==> src/rtl/seg7_pkg.sv <==
// rtl/seg7_pkg.sv - glyph constants, segment indices and shared types for seg7_display_ctrl
package seg7_pkg;

    localparam int SEG_TOP = 0;
    localparam int SEG_MID = 6;

    typedef logic [3:0]             nibble_t;
    typedef logic [SEG_MID:SEG_TOP] seg_t;

    // Active-low patterns: bit 0 top, bits 1..5 clockwise, bit 6 middle
    localparam seg_t GLYPH_0     = 7'h40;
    localparam seg_t GLYPH_1     = 7'h79;
    localparam seg_t GLYPH_2     = 7'h24;
    localparam seg_t GLYPH_3     = 7'h30;
    localparam seg_t GLYPH_4     = 7'h19;
    localparam seg_t GLYPH_5     = 7'h12;
    localparam seg_t GLYPH_6     = 7'h02;
    localparam seg_t GLYPH_7     = 7'h78;
    localparam seg_t GLYPH_8     = 7'h00;
    localparam seg_t GLYPH_9     = 7'h18;
    localparam seg_t GLYPH_A     = 7'h08;
    localparam seg_t GLYPH_B     = 7'h03;
    localparam seg_t GLYPH_C     = 7'h46;
    localparam seg_t GLYPH_D     = 7'h21;
    localparam seg_t GLYPH_E     = 7'h06;
    localparam seg_t GLYPH_F     = 7'h0E;
    localparam seg_t GLYPH_BLANK = 7'h7F;

    typedef enum logic [1:0] {
        ST_INIT = 2'd0,
        ST_IDLE = 2'd1,
        ST_PEND = 2'd2
    } ctrl_state_t;

endpackage

==> src/rtl/seg7_glyph_lut.sv <==
// rtl/seg7_glyph_lut.sv - combinational hex nibble to active-low seven-segment pattern
module seg7_glyph_lut
    import seg7_pkg::*;
(
    input  logic [3:0] nibble,
    input  logic       blank,
    output logic [6:0] seg
);

    always_comb begin
        seg = GLYPH_BLANK;
        if (!blank) begin
            case (nibble)
                4'h0:    seg = GLYPH_0;
                4'h1:    seg = GLYPH_1;
                4'h2:    seg = GLYPH_2;
                4'h3:    seg = GLYPH_3;
                4'h4:    seg = GLYPH_4;
                4'h5:    seg = GLYPH_5;
                4'h6:    seg = GLYPH_6;
                4'h7:    seg = GLYPH_7;
                4'h8:    seg = GLYPH_8;
                4'h9:    seg = GLYPH_9;
                4'hA:    seg = GLYPH_A;
                4'hB:    seg = GLYPH_B;
                4'hC:    seg = GLYPH_C;
                4'hD:    seg = GLYPH_D;
                4'hE:    seg = GLYPH_E;
                default: seg = GLYPH_F;
            endcase
        end
    end

endmodule

==> src/rtl/seg7_display_ctrl.sv <==
// rtl/seg7_display_ctrl.sv - multi-digit seven-segment controller; define SEG7_SCAN_EN for the scan bus
module seg7_display_ctrl
    import seg7_pkg::*;
#(
    parameter int NUM_DIGITS = 8,
    parameter int SCAN_DIV   = 1000,
    parameter int BLINK_HALF = 25000000
) (
    input  logic                    clk,
    input  logic                    n_rst,
    input  logic [4*NUM_DIGITS-1:0] i_data,
    input  logic [NUM_DIGITS-1:0]   i_dp,
    input  logic [NUM_DIGITS-1:0]   i_blink,
    input  logic                    i_blank_lz,
    input  logic                    i_valid,
    output logic                    o_ready,
    output logic [7*NUM_DIGITS-1:0] o_seg,
    output logic [NUM_DIGITS-1:0]   o_dp,
    output logic [6:0]              o_scan_seg,
    output logic                    o_scan_dp,
    output logic [NUM_DIGITS-1:0]   o_scan_sel
);

    localparam int BLINK_W = (BLINK_HALF > 1) ? $clog2(BLINK_HALF) : 1;
    localparam logic [BLINK_W-1:0] BLINK_LAST = BLINK_W'(BLINK_HALF - 1);

    if (NUM_DIGITS < 1 || NUM_DIGITS > 16 || SCAN_DIV < 1 || BLINK_HALF < 1) begin : g_bad_params
    end

    ctrl_state_t state_q, state_d;
    logic        xfer, commit, commit_ok;

    logic [4*NUM_DIGITS-1:0] pend_data, disp_data;
    logic [NUM_DIGITS-1:0]   pend_dp, pend_blink, disp_dp, disp_blink;
    logic                    pend_blank_lz, disp_blank_lz, disp_valid;

    logic [BLINK_W-1:0]      blink_cnt;
    logic                    blink_phase;

    logic [NUM_DIGITS-1:0]   lz_blank, dig_blank, dp_next;
    logic [7*NUM_DIGITS-1:0] seg_next;
    logic                    nz_seen;

    always_ff @(posedge clk) begin
        if (!n_rst) state_q <= ST_INIT;
        else        state_q <= state_d;
    end

    always_comb begin
        state_d = state_q;
        xfer    = 1'b0;
        commit  = 1'b0;
        o_ready = 1'b0;
        case (state_q)
            ST_INIT: state_d = ST_IDLE;
            ST_IDLE: begin
                o_ready = 1'b1;
                if (i_valid) begin
                    xfer    = 1'b1;
                    state_d = ST_PEND;
                end
            end
            ST_PEND: begin
                if (commit_ok) begin
                    commit  = 1'b1;
                    state_d = ST_IDLE;
                end
            end
            default: state_d = ST_INIT;
        endcase
    end

    always_ff @(posedge clk) begin
        if (!n_rst) begin
            pend_data     <= '0;
            pend_dp       <= '0;
            pend_blink    <= '0;
            pend_blank_lz <= 1'b0;
            disp_data     <= '0;
            disp_dp       <= '0;
            disp_blink    <= '0;
            disp_blank_lz <= 1'b0;
            disp_valid    <= 1'b0;
        end else if (xfer) begin
            pend_data     <= i_data;
            pend_dp       <= i_dp;
            pend_blink    <= i_blink;
            pend_blank_lz <= i_blank_lz;
        end else if (commit) begin
            disp_data     <= pend_data;
            disp_dp       <= pend_dp;
            disp_blink    <= pend_blink;
            disp_blank_lz <= pend_blank_lz;
            disp_valid    <= 1'b1;
            pend_data     <= '0;
            pend_dp       <= '0;
            pend_blink    <= '0;
            pend_blank_lz <= 1'b0;
        end
    end

    always_ff @(posedge clk) begin
        if (!n_rst) begin
            blink_cnt   <= '0;
            blink_phase <= 1'b0;
        end else if (blink_cnt == BLINK_LAST) begin
            blink_cnt   <= '0;
            blink_phase <= ~blink_phase;
        end else begin
            blink_cnt   <= blink_cnt + 1'b1;
        end
    end

    // Walk down from the top digit; blanking stops at the first non-zero nibble
    always_comb begin
        lz_blank = '0;
        nz_seen  = 1'b0;
        for (int d = NUM_DIGITS - 1; d >= 0; d--) begin
            nz_seen     = nz_seen | (disp_data[4*d +: 4] != 4'h0);
            lz_blank[d] = disp_blank_lz && !nz_seen && (d != 0);
        end
    end

    for (genvar d = 0; d < NUM_DIGITS; d++) begin : g_digit
        logic blink_off;
        assign blink_off    = disp_blink[d] && blink_phase;
        assign dig_blank[d] = !disp_valid || lz_blank[d] || blink_off;
        // Leading-zero blanking leaves the decimal point alone
        assign dp_next[d]   = !(disp_valid && disp_dp[d] && !blink_off);

        seg7_glyph_lut u_lut (
            .nibble (disp_data[4*d +: 4]),
            .blank  (dig_blank[d]),
            .seg    (seg_next[7*d +: 7])
        );
    end

    always_ff @(posedge clk) begin
        if (!n_rst) begin
            o_seg <= '1;
            o_dp  <= '1;
        end else begin
            o_seg <= seg_next;
            o_dp  <= dp_next;
        end
    end

`ifdef SEG7_SCAN_EN
    localparam int SCAN_W = (SCAN_DIV > 1) ? $clog2(SCAN_DIV) : 1;
    localparam int IDX_W  = (NUM_DIGITS > 1) ? $clog2(NUM_DIGITS) : 1;
    localparam logic [SCAN_W-1:0] SCAN_LAST = SCAN_W'(SCAN_DIV - 1);
    localparam logic [IDX_W-1:0]  IDX_LAST  = IDX_W'(NUM_DIGITS - 1);

    logic [SCAN_W-1:0]     scan_cnt;
    logic [IDX_W-1:0]      scan_idx;
    nibble_t               scan_nib;
    logic                  scan_blank;
    logic [6:0]            scan_glyph;
    logic [NUM_DIGITS-1:0] scan_onehot;

    // New data lands only at the frame boundary so a frame never mixes old and new digits
    assign commit_ok  = (scan_cnt == SCAN_LAST) && (scan_idx == IDX_LAST);
    assign scan_nib   = disp_data[4*scan_idx +: 4];
    assign scan_blank = dig_blank[scan_idx];

    always_comb begin
        scan_onehot           = '0;
        scan_onehot[scan_idx] = 1'b1;
    end

    seg7_glyph_lut u_scan_lut (
        .nibble (scan_nib),
        .blank  (scan_blank),
        .seg    (scan_glyph)
    );

    always_ff @(posedge clk) begin
        if (!n_rst) begin
            scan_cnt   <= '0;
            scan_idx   <= '0;
            o_scan_seg <= GLYPH_BLANK;
            o_scan_dp  <= 1'b1;
            o_scan_sel <= '1;
        end else begin
            if (scan_cnt == SCAN_LAST) begin
                scan_cnt <= '0;
                scan_idx <= (scan_idx == IDX_LAST) ? '0 : scan_idx + 1'b1;
            end else begin
                scan_cnt <= scan_cnt + 1'b1;
            end
            o_scan_seg <= scan_glyph;
            o_scan_dp  <= dp_next[scan_idx];
            o_scan_sel <= ~scan_onehot;
        end
    end
`else
    assign commit_ok  = 1'b1;
    assign o_scan_seg = GLYPH_BLANK;
    assign o_scan_dp  = 1'b1;
    assign o_scan_sel = '1;
`endif

endmodule

==> config.mk <==
export PLATFORM = sky130hd
export DESIGN_NAME = seg7_display_ctrl
export DESIGN_NICKNAME = d
export VERILOG_FILES = /design/src/rtl/seg7_pkg.sv /design/src/rtl/seg7_glyph_lut.sv /design/src/rtl/seg7_display_ctrl.sv
export SDC_FILE = /design/constraint.sdc
export NUM_CORES = 1
export LEC_CHECK = 0
export CAP_MARGIN = 20
export CORE_MARGIN = 1
export CORE_UTILIZATION = 58
export DETAILED_ROUTE_END_ITERATION = 8
export HOLD_SLACK_MARGIN = 0.08
export PLACE_DENSITY = 0.85
export SYNTH_ARGS = -nofsm -noshare
export SYNTH_HDL_FRONTEND = slang
export SYNTH_HIERARCHICAL = 1
export SYNTH_SLANG_ARGS = --single-unit
==> constraint.sdc <==
create_clock -name clk -period 4.5 [get_ports clk]
set_input_delay 0.9 -clock clk [delete_from_list [all_inputs] [get_ports clk]]
set_output_delay 0.9 -clock clk [all_outputs]
set_load 0.02 [all_outputs]
==> key figures, run 1 <==
Status
  – Status: finished clean

STA
  – Headroom to the max-slew limit: about 31%
  – Measured slew at the worst slew-check pin: between 1 and 1.5 ns
  – Total negative slack: 0 ns
  – Final hold vios: 0
  – Min Hold Slack: 0.396 ns
  – RSZ-0062 raised after global routing: false
  – F_max: 0.359 GHz
  – Max-slew violation count: 0
  – Crit path time final: 2.79 ns
  – Layout Skew: 0.00661 ns
  – Final worst-path cycle share: 62.0%
  – Final setup fails: 0

Route
  – Antenna-violating nets left: 0
  – Drt pass-1 iters: 6
  – Initial DRC count: 613
  – DR WL/cell: 15.2 µm
  – DR vias: 7110
  – Post-Route WL: 19100 µm
  – Via/cell ratio: between 5 and 6
  – Drt drc: 0

Logic synthesis
  – Fraction of registers with async set/reset: 0%
  – Dominant synthesized flop cell: dfxtp_1
  – #FFs+latches synth: roughly 190
  – Syn Std Cell Area: 0.00872 mm²
  – Sequential share of the synthesized area: 43.9%
  – Yosys Warn Count: 6
  – Post-synth EDFFs: 0
  – Synth cell types: 57
  – Cells after synthesis: 982
  – Avg Inst Size Synth: approximately 8.9 µm²

Critical path
  – Critical path endpoint: o_ready
  – FF-to-FF End: blink_cnt[13]
  – Crit-path slowest cell: clkdlybuf4s50_1
  – Setup slack, reg-to-reg: 2.05 ns
  – CP Capture Type: primary output
  – CP arrival: 1.89 ns
  – Worst r2r src: blink_cnt[15]
  – Setup crit start: state_q[0]
  – Startpoint types: register
  – Worst path cell trace: nor2b_1 -> clkdlybuf4s50_1
  – CP max FO: 6
  – FF-to-FF path depth: 4
  – Kind of critical path: register to primary output
  – Required @ worst endpoint: 3.60 ns
  – CP max stage delay: 0.68 ns

Clocking
  – Post-CTS Setup Inserts: 0
  – H-Tree Depth: 4
  – Worst-Skew Late Latency: 0.43 ns
  – CTS tree: built
  – CTS Buf Count: 17
  – Clk buf depth: 2
  – CTS Hold Bufs: 0
  – CTS sink cnt: 191
  – CTS resizes: 0
  – Clk root buf: clkbuf_16
  – Clock Pin Slew Worst Setup and Hold Paths: 0.07 ns

Place
  – Input/output buffers: about 120
  – DP HPWL: 12500 µm
  – Dpl cells: 1226
  – RePlAce Congestion: 0.871

Global route
  – Initial antenna violation count: 0
  – GRT met3 Usage: 4.77%
  – Global routing usage on met1: a little under a third
  – Most Crowded Layer GR: met2
  – Vias in the first global route: between 6000 and 7000
  – Largest net degree at the start of global routing: 55
  – GR Util All Layers: 24.9%
  – Global-route wire length before repair: 31400 µm
  – GRT overflow: 0
  – Met2 Resource Use GR: between 40% and 50%

Floorplanning
  – Std-Cell Core Area: 0.0146 mm²
  – Die Width: 125 µm
  – Rows: 44
  – Chip height: 125 µm
  – Initial core utilization: about three fifths
  – Die area: around 0.016 mm²
  – I/O pin cnt: between 100 and 150

Min path
  – Hold Crit Class: register to register
  – Min-Delay Path Depth: 1

Finish
  – Diode count: 0
  – Util after Layout: a little under three quarters
  – Final net count: 1162
  – Layout area overhead: 19.6%
  – Cell Count, Final, Fillers Out: 1258
  – Share of layout cells above drive strength 1: 4.84%

Power
  – Tot Pwr: 3.63 mW
  – Pleak: 3.80 nW
  – Max rail drop VDD: about 280 µV
  – PwrDens: approximately 350 mW/mm²

Job
  – Max cap viols: 0
## worst min path at each step
stage	startpoint	to	slack [ns]
2_1_floorplan	disp_dp[0]	o_dp[0]	0.37
3_3_place_gp	disp_dp[4]	o_dp[4]	0.38
3_5_place_dp	disp_dp[3]	o_dp[3]	0.38
4_1_cts	disp_dp[3]	o_dp[3]	0.39
5_1_grt	disp_dp[3]	o_dp[3]	0.42
6_report	disp_dp[3]	o_dp[3]	0.40
## cells in the mapped netlist (3+ instances only)
library cell	n	area share, %
dfxtp_1	191	44
nand2_1	147	6.3
a21oi_1	82	4.7
nand2b_1	64	4.6
ha_1	49	7.0
a22o_1	48	4.8
nor2_1	40	1.7
clkbuf_1	34	1.5
inv_1	33	1.4
o21ai_0	29	1.7
nand3_1	24	1.4
buf_4	20	1.7
a211o_1	19	1.9
nor2b_1	13	0.93
nor3_1	13	0.75
a221o_1	11	1.3
or3_1	11	0.79
buf_2	10	0.57
nand4_1	10	0.72
mux2i_1	9	1.0
a31oi_1	8	0.57
buf_6	8	1.0
nand3b_1	8	0.69
a211oi_1	7	0.60
nor4_1	7	0.50
and2b_1	6	0.52
and3_1	6	0.43
o21a_1	6	0.52
xnor2_1	6	0.60
and4_1	5	0.50
nor2_2	5	0.36
o211ai_1	5	0.43
or4_1	5	0.43
xor2_1	5	0.50
mux2_1	4	0.52
nor3b_1	4	0.34
and2_1	3	0.22
## layer usage
layer / wire (µm) / up-vias
met5: 0 / -
met4: 369 / 0
met3: 839 / 33
met2: 9320 / 209
met1: 8610 / 3338
li1: - / 3530
## critical path, delay by kind of cell, from the launching register on
| kind | cells | cell delay, ns |
|---|---|---|
| buf+inv | 1 | 0.68 |
| flops | 1 | 0.45 |
| simple gates | 1 | 0.34 |
## registers in the layout, summed over array words and instances (netlist names), 2 cells and up
register and flops:
disp_dp 8, pend_data 32, pend_blink 8, o_dp 8, blink_cnt 25, state_q 2
pend_dp 8, disp_blink 8, o_seg 56, disp_data 32
## cell type report
cell class	instances	area [µm²]
flip-flops and latches	191	3820
clock buffers	19	443
repair buffers	120	1190
inverters	34	128
well taps	184	230
fillers	1081	4160
multi-input cells	697	4400
clock inverters	13	211
## cell usage in the layout (no fill, tap or decap), types with 7 or more instances in the layout
| cell | count |
|---|---|
| a221o_1 | 11 |
| or3_1 | 11 |
| clkdlybuf4s50_1 | 115 |
| nor2b_1 | 12 |
| nor2_1 | 40 |
| a22o_1 | 48 |
| nand3b_1 | 8 |
| inv_1 | 33 |
| conb_1 | 16 |
| nand2_1 | 147 |
| dfxtp_1 | 191 |
| nor3_1 | 13 |
| a21oi_1 | 82 |
| nand4_1 | 10 |
| a211o_1 | 19 |
| ha_1 | 49 |
| nand2b_1 | 63 |
| nand3_1 | 24 |
| clkbuf_16 | 17 |
| o21ai_0 | 29 |
| mux2i_1 | 9 |
| nor4_1 | 7 |
| a31oi_1 | 8 |
## kinds of logic after synthesis
group                    Yosys count  synth area share [%]
AND/OR/NAND/NOR                  377                  21.8
XOR/XNOR                          11                  1.11
AO/OA/AOI/OAI                    229                  17.7
buffers and inverters            109                  6.53
adder cells (fa/ha/maj)           49                  7.03
other                              1                0.0430
flip-flops                       191                  43.9
multiplexers                      15                  1.89
## report_power, final
| group | leakage (nW) | switching [mW] | internal [mW] | total [mW] |
|---|---|---|---|---|
| registers | 1.55 | 0.0261 | 1.73 | 1.75 |
| clock network | 0.306 | 0.651 | 1.00 | 1.65 |
| logic | 1.95 | 0.117 | 0.102 | 0.219 |
| total | 3.80 | 0.794 | 2.83 | 3.63 |
## stage by stage
stage                     instance area (µm²)  worst slack (ns)
after floorplan                          8770              2.59
after global placement                   9770              1.86
after detailed placement                 9770              1.82
after CTS                               10400              1.69
after global routing                    10400              1.57
final                                   10400              1.71
Note: power is estimated with default switching activity, not from simulation.
==> inputs of run 2 (changes only) <==
CORE_UTILIZATION = 49   (was 58)
PLACE_DENSITY = 0.76   (was 0.85)
clock period = 2.5 ns   (was 4.5 ns; I/O delays follow)
==> run 2 against run 1 <==
Against the previous run: core utilization shrank 11 points; wire length shrank 1.7%; clock skew is essentially flat; via count shrank 2.3%; clock-buffer cell count is the same; die area grew 18%; largest power group unchanged; setup slack lost 1.5 ns; first-iteration DRC count shrank 27%; final cell count grew 4.1%; global-route usage shrank 3.6 points; combinational power grew 84%; sequential share of layout area shrank 0.45 points; highest routed layer unchanged.
==> key figures, run 2 (same netlist as run 1, synthesis figures left out) <==
STA
  – Crit path time final: around 2.3 ns
  – Max-slew violation count: 0 (unchanged)
  – Layout Skew: 0.00658 ns (was 0.00661 ns)
  – Final worst-path cycle share: around 90%
  – Total negative slack: 0 ns (unchanged)
  – Final WS setup: 0.189 ns (was 1.71 ns)
  – RSZ-0062 raised after global routing: false (unchanged)
  – Final hold vios: 0 (unchanged)
  – Headroom to the max-slew limit: 58.8% (was 31.3%)
  – Final setup fails: 0 (unchanged)
  – Measured slew at the worst slew-check pin: 0.618 ns (was 1.03 ns)
  – F_max: 0.433 GHz

Power
  – Reg power frac: 49.1% (was 48.3%)
  – Clock power frac: 44.6% (was 45.6%)
  – Sw power: 1.41 mW (was 0.794 mW)
  – Sw Share: 22.0% (was 21.9%)
  – Max rail drop VDD: 532 µV (was 278 µV)
  – P_int: 5.01 mW (was 2.83 mW)
  – Share of total power in combinational logic: 6.3% (was 6.0%)
  – PwrDens: 608 mW/mm² (was 348 mW/mm²)
  – Pleak: 3.86 nW (was 3.80 nW)

Floorplanning
  – Std-Cell Core Area: 0.0174 mm² (was 0.0146 mm²)
  – Chip height: 135 µm (was 125 µm)
  – Die area: 0.0183 mm² (was 0.0155 mm²)
  – Die Width: 135 µm (was 125 µm)
  – Initial core utilization: 50.2% (was 59.7%)
  – Rows: 48 (was 44)
  – I/O pin cnt: 133 (unchanged)

Finish
  – Final net count: 1172 (was 1162)
  – Commonest non-fill, non-tap cell in the layout: dfxtp_1 (unchanged)
  – Max FFs per register: 56 (unchanged)
  – Util after Layout: 60.8% (was 71.5%)
  – Largest registers: o_seg (56), disp_data (32), pend_data (32) (unchanged)
  – Commonest non-fill, non-tap cells in the layout: 191 x dfxtp_1, 147 x nand2_1, 115 x clkdlybuf4s50_1 (unchanged)
  – Layout area overhead: 21.1% (was 19.6%)
  – Share of layout cells above drive strength 1: 5.81% (was 4.84%)
  – Biggest register: o_seg (unchanged)
  – Diode count: 0 (unchanged)

Clocking
  – CTS Buf Count: 17 (unchanged)
  – CTS sink cnt: 191 (unchanged)
  – Worst-Skew Late Latency: 0.43 ns (about the same)
  – Clk buf depth: 2 (unchanged)
  – H-Tree Depth: 4 (unchanged)
  – Clock Pin Slew Worst Setup and Hold Paths: 0.07 ns (about the same)
  – Clk root buf: clkbuf_16 (unchanged)
  – Post-CTS Setup Inserts: 0 (unchanged)
  – CTS tree: built (unchanged)

Min path
  – Min-Delay Path Depth: 2 (was 1)
  – Hold Crit Class: primary input to register (was register to register)
  – Hold path endpoint: o_seg[9] (was o_dp[3])
  – Hold_sp: n_rst (was disp_dp[3])

Job
  – Max cap viols: 0 (unchanged)

Route
  – Via/cell ratio: 5.31 (was 5.65)
  – Initial DRC count: 447 (was 613)
  – Antenna-violating nets left: 0 (unchanged)
  – DR WL/cell: 14.4 µm (was 15.2 µm)
  – Post-Route WL: 18800 µm (was 19100 µm)
  – Drt pass-1 iters: 5 (was 6)
  – Drt drc: 0 (unchanged)
  – DR vias: 6945 (was 7110)

Critical path
  – FF-to-FF path depth: 6 (was 4)
  – Required @ worst endpoint: 2.00 ns (was 3.60 ns)
  – CP Capture Type: primary output (unchanged)
  – Kind of critical path: register to primary output (unchanged)
  – CP max FO: 6 (unchanged)
  – Setup slack, reg-to-reg: 0.33 ns (was 2.05 ns)
  – Worst r2r src: disp_data[26] (was blink_cnt[15])
  – FF-to-FF End: o_seg[10] (was blink_cnt[13])
  – Startpoint types: register (unchanged)
  – CP arrival: 1.81 ns (was 1.89 ns)

Global route
  – GR Util All Layers: 21.3% (was 24.9%)
  – Largest net degree at the start of global routing: 55 (unchanged)
  – GRT overflow: 0 (unchanged)
  – Initial antenna violation count: 1 (was 0)
  – Vias in the first global route: 6485 (was 6489)
  – Global-route wire length before repair: 31100 µm (was 31400 µm)

Place
  – Pre-CTS setup slack: 0.375 ns (was 1.82 ns)
  – Input/output buffers: 116 (unchanged)
  – RePlAce Congestion: 0.889 (was 0.871)
  – DP HPWL: 13000 µm (was 12500 µm)

Status
  – Status: finished clean (unchanged)
==> run 2: changes by cell type in the layout (fill, tap and decap cells not counted), sizes merged <==
cell,change
buf,+10
clkinvlp,-2
bufinv,-1
clkinv,+3
==> run 2: power groups by stage <==
stage | clock (mW) | combinational [mW] | sequential, mW
detailed placement | 0 | 0.403 | 3.22
finish | 2.86 | 0.403 | 3.15
floorplan | 0 | 0.226 | 3.23
global placement | 0 | 0.400 | 3.22
CTS | 2.92 | 0.405 | 3.15
global route | 3.05 | 0.436 | 3.16
==> run 2: how the worst max path moves through the flow <==
stage,startpoint,to,slack (ns),cells after the start
final,state_q[0],o_ready,0.19,2
after global routing,state_q[0],o_ready,0.09,2
after CTS,state_q[0],o_ready,0.08,2
after detailed placement,disp_data[26],o_seg[10],0.38,6
after global placement,disp_data[26],o_seg[11],0.38,7
after floorplan,blink_cnt[15],blink_cnt[22],0.66,5
==> run 2: cell type report <==
type | instances | area (µm²)
fill | 1496 | 6800
multi-input combinational | 697 | 4410
sequential | 191 | 3820
timing repair buffer | 130 | 1290
clock buffer | 19 | 443
tap | 225 | 282
clock inverter | 13 | 188
inverter | 34 | 128
==> run 2: routing by layer <==
metal,GRT usage [%],routed length [µm]
met5,0,0
met4,9.49,464
met3,3.82,809
met2,34.7,8750
met1,27.5,8790
==> run 2: worst max-delay path: stages, from the launching register on <==
cell	delay [ns]
dfxtp_1	0.45
nor2b_2	0.29
clkdlybuf4s50_1	0.64
==> run 2: per-stage QoR <==
step                      cells  hold slack, ns  area [µm²]  power, mW
after CTS                  1309           0.351       10600       6.48
after global placement     1277           0.372        9920       3.62
final                      1309           0.365       10600       6.42
after floorplan             997           0.368        8770       3.45
after global routing       1309           0.365       10600       6.64
after detailed placement   1277           0.378        9920       3.62
==> run 2: timing repair <==
action / in CTS / in global routing
resized for setup: 0 / 1
hold buffers: 0 / 0
endpoints found under the setup margin: 0 / 1
hold endpoints to repair: 0 / 0
==> inputs of run 3 (changes only) <==
CORE_UTILIZATION = 30   (was 49)
PLACE_DENSITY = default   (was 0.76)
==> run 3 against run 2 <==
Against the previous run: the run now ends with design-rule violations left; maximum frequency up 11%; flip-flop and latch count unchanged; sequential share of layout area down 0.74 points; power down 0.97%; clock-buffer cell count down 2; cell area up 2.1%; final cell count up 13%; clock power down 2%; wire length up 8.7%; register-to-register slack better by 0.08 ns; non-clock buffer count up 4; critical path type is now register to register; largest power group unchanged.
==> key figures, run 3 (same netlist as run 1, synthesis figures left out) <==
Floorplanning
  – Std-Cell Core Area: 0.0286 mm² (was 0.0174 mm²)
  – Initial core utilization: 30.4% (was 50.2%)
  – Rows: 62 (was 48)
  – Die Width: 172 µm (was 135 µm)
  – Chip height: 172 µm (was 135 µm)
  – Die area: 0.0297 mm² (was 0.0183 mm²)
  – I/O pin cnt: 133 (unchanged)

STA
  – Final WS setup: 0.414 ns (was 0.189 ns)
  – Headroom to the max-slew limit: 50.0% (was 58.8%)
  – Final hold vios: 0 (unchanged)
  – Max-slew violation count: 0 (unchanged)
  – Layout Skew: 0.0114 ns (was 0.00658 ns)
  – Measured slew at the worst slew-check pin: 0.744 ns (was 0.618 ns)
  – F_max: 0.479 GHz (was 0.433 GHz)
  – Min Hold Slack: 0.394 ns (was 0.365 ns)
  – Final worst-path cycle share: 83.5% (was 92.4%)
  – Crit path time final: 2.09 ns (was 2.31 ns)
  – Total negative slack: 0 ns (unchanged)
  – Final setup fails: 0 (unchanged)
  – RSZ-0062 raised after global routing: false (unchanged)

Critical path
  – Setup slack, reg-to-reg: 0.41 ns (was 0.33 ns)
  – Buf/Inv on CP: 1 (unchanged)
  – Crit-path slowest cell: or4_1 (was clkdlybuf4s50_1)
  – CP Capture Type: register (was primary output)
  – Crit-path leading delay family: simple AND/OR/NAND/NOR gates (was buffers and inverters)
  – CP max FO: 18 (was 6)
  – CP arrival: 2.40 ns (was 1.81 ns)
  – Kind of critical path: register to register (was register to primary output)
  – Worst path cell trace: or4_1 -> or4_4 -> o21ai_2 -> buf_12 -> a21oi_1 (was nor2b_2 -> clkdlybuf4s50_1)
  – FF-to-FF End: blink_cnt[16] (was o_seg[10])
  – Worst r2r src: blink_cnt[15] (was disp_data[26])
  – CP max stage delay: 0.52 ns (was 0.64 ns)
  – FF-to-FF path depth: 5 (was 6)
  – Startpoint types: register (unchanged)
  – Required @ worst endpoint: 2.82 ns (was 2.00 ns)

Clocking
  – Clk root buf: clkbuf_16 (unchanged)
  – CTS resizes: 0 (unchanged)
  – CTS sink cnt: 191 (unchanged)
  – H-Tree Depth: 4 (unchanged)
  – Post-CTS Setup Inserts: 0 (unchanged)
  – CTS Buf Count: 17 (unchanged)
  – CTS tree: built (unchanged)
  – Clk buf depth: 2 (unchanged)
  – CTS Hold Bufs: 0 (unchanged)
  – Worst-Skew Late Latency: 0.43 ns (about the same)
  – Clock Pin Slew Worst Setup and Hold Paths: 0.08 ns (was 0.07 ns)

Global route
  – Vias in the first global route: 6443 (was 6485)
  – GRT overflow: 0 (unchanged)
  – GR Util All Layers: 14.1% (was 21.3%)
  – Largest net degree at the start of global routing: 55 (unchanged)
  – Initial antenna violation count: 1 (unchanged)
  – Global-route wire length before repair: 32600 µm (was 31100 µm)

Route
  – Drt pass-1 iters: 6 (was 5)
  – Via/cell ratio: 4.66 (was 5.31)
  – Antenna-violating nets left: 0 (unchanged)
  – DR WL/cell: 13.9 µm (was 14.4 µm)
  – Initial DRC count: 408 (was 447)
  – Drt drc: 2 (was 0)
  – DR vias: 6873 (was 6945)
  – Post-Route WL: 20400 µm (was 18800 µm)

Finish
  – Share of layout cells above drive strength 1: 6.16% (was 5.81%)
  – Sequential cell area: 0.00382 mm² (unchanged)
  – Largest registers: o_seg (56), disp_data (32), pend_data (32) (unchanged)
  – Commonest non-fill, non-tap cells in the layout: 191 x dfxtp_1, 147 x nand2_1, 114 x clkdlybuf4s50_1 (was 191 x dfxtp_1, 147 x nand2_1, 115 x clkdlybuf4s50_1)
  – Fill count: 2869 (was 1496)
  – Util after Layout: 37.6% (was 60.8%)
  – Max FFs per register: 56 (unchanged)
  – Biggest register: o_seg (unchanged)
  – Commonest non-fill, non-tap cell in the layout: dfxtp_1 (unchanged)
  – Area taken by multi-input logic gates: 0.00440 mm² (was 0.00441 mm²)
  – Final net count: 1176 (was 1172)
  – Layout area overhead: 23.6% (was 21.1%)

Min path
  – Min-Delay Path Depth: 1 (was 2)
  – Hold_sp: disp_dp[4] (was n_rst)
  – Hold Crit Class: register to register (was primary input to register)
  – Hold path endpoint: o_dp[4] (was o_seg[9])

Status
  – Violated checks: design-rule violations
  – Status: finished, violations left (was finished clean)

Place
  – Input/output buffers: 116 (unchanged)
  – DP HPWL: 14700 µm (was 13000 µm)
  – RePlAce Congestion: 0.821 (was 0.889)
  – Pre-CTS setup slack: 0.397 ns (was 0.375 ns)

Job
  – Max cap viols: 0 (unchanged)

Power
  – Pleak: 3.89 nW (was 3.86 nW)
  – Tot Pwr: 6.36 mW (was 6.42 mW)
  – PwrDens: 590 mW/mm² (was 608 mW/mm²)
  – Max rail drop VDD: 422 µV (was 532 µV)
-- run 3: cell types whose count changed in the layout (fill, tap and decap cells not counted), moves of 2 or more --
cell	before	now
bufinv_16	4	1
clkinv_2	3	0
buf_4	12	16
clkinv_8	0	2
inv_6	0	3
inv_8	1	6
diode_2	0	2
clkinvlp_4	2	0
-- run 3: worst reg2reg max path: stages (launching register included) --
cell and delay [ns]:
dfxtp_1 0.38, or4_1 0.52, or4_4 0.44, o21ai_2 0.37
buf_12 0.21, a21oi_1 0.06
-- run 3: through the flow --
step | std cells | area, µm²
floorplan | 997 | 8770
global placement | 1440 | 10200
detailed placement | 1440 | 10200
CTS | 1472 | 10800
global route | 1472 | 10800
finish | 1474 | 10800
-- run 3: layout make-up --
class	instances	share of cell area [%]
timing repair buffer	134	12.2
antenna	2	0.0465
inverter	34	1.18
clock buffer	17	3.95
sequential	191	35.5
clock inverter	15	1.77
multi-input combinational	697	40.9
tap	384	4.46
-- run 3: layer usage --
layer | wire (µm) | track usage (%)
met1 | 9900 | 18.1
met2 | 9750 | 23.4
met3 | 710 | 3.20
met4 | 84 | 3.81
met5 | 0 | 0
-- run 3: power by group --
| part | total, mW | switching (mW) | leakage [nW] | internal (mW) |
|---|---|---|---|---|
| Sequential | 3.15 | 0.0433 | 1.55 | 3.11 |
| Clock | 2.79 | 1.34 | 0.303 | 1.46 |
| Combinational | 0.413 | 0.218 | 2.04 | 0.196 |
-- run 3: worst max-delay path by stage --
stage             startpoint  depth (start not counted)  slack, ns            end
2_1_floorplan  blink_cnt[15]                          5       0.66  blink_cnt[22]
3_3_place_gp         i_valid                          4       0.43   pend_data[0]
3_5_place_dp         i_valid                          4       0.40   pend_data[1]
4_1_cts           state_q[0]                          2       0.01        o_ready
5_1_grt        disp_data[23]                          7       0.27      o_seg[15]
6_report       blink_cnt[15]                          5       0.41  blink_cnt[16]
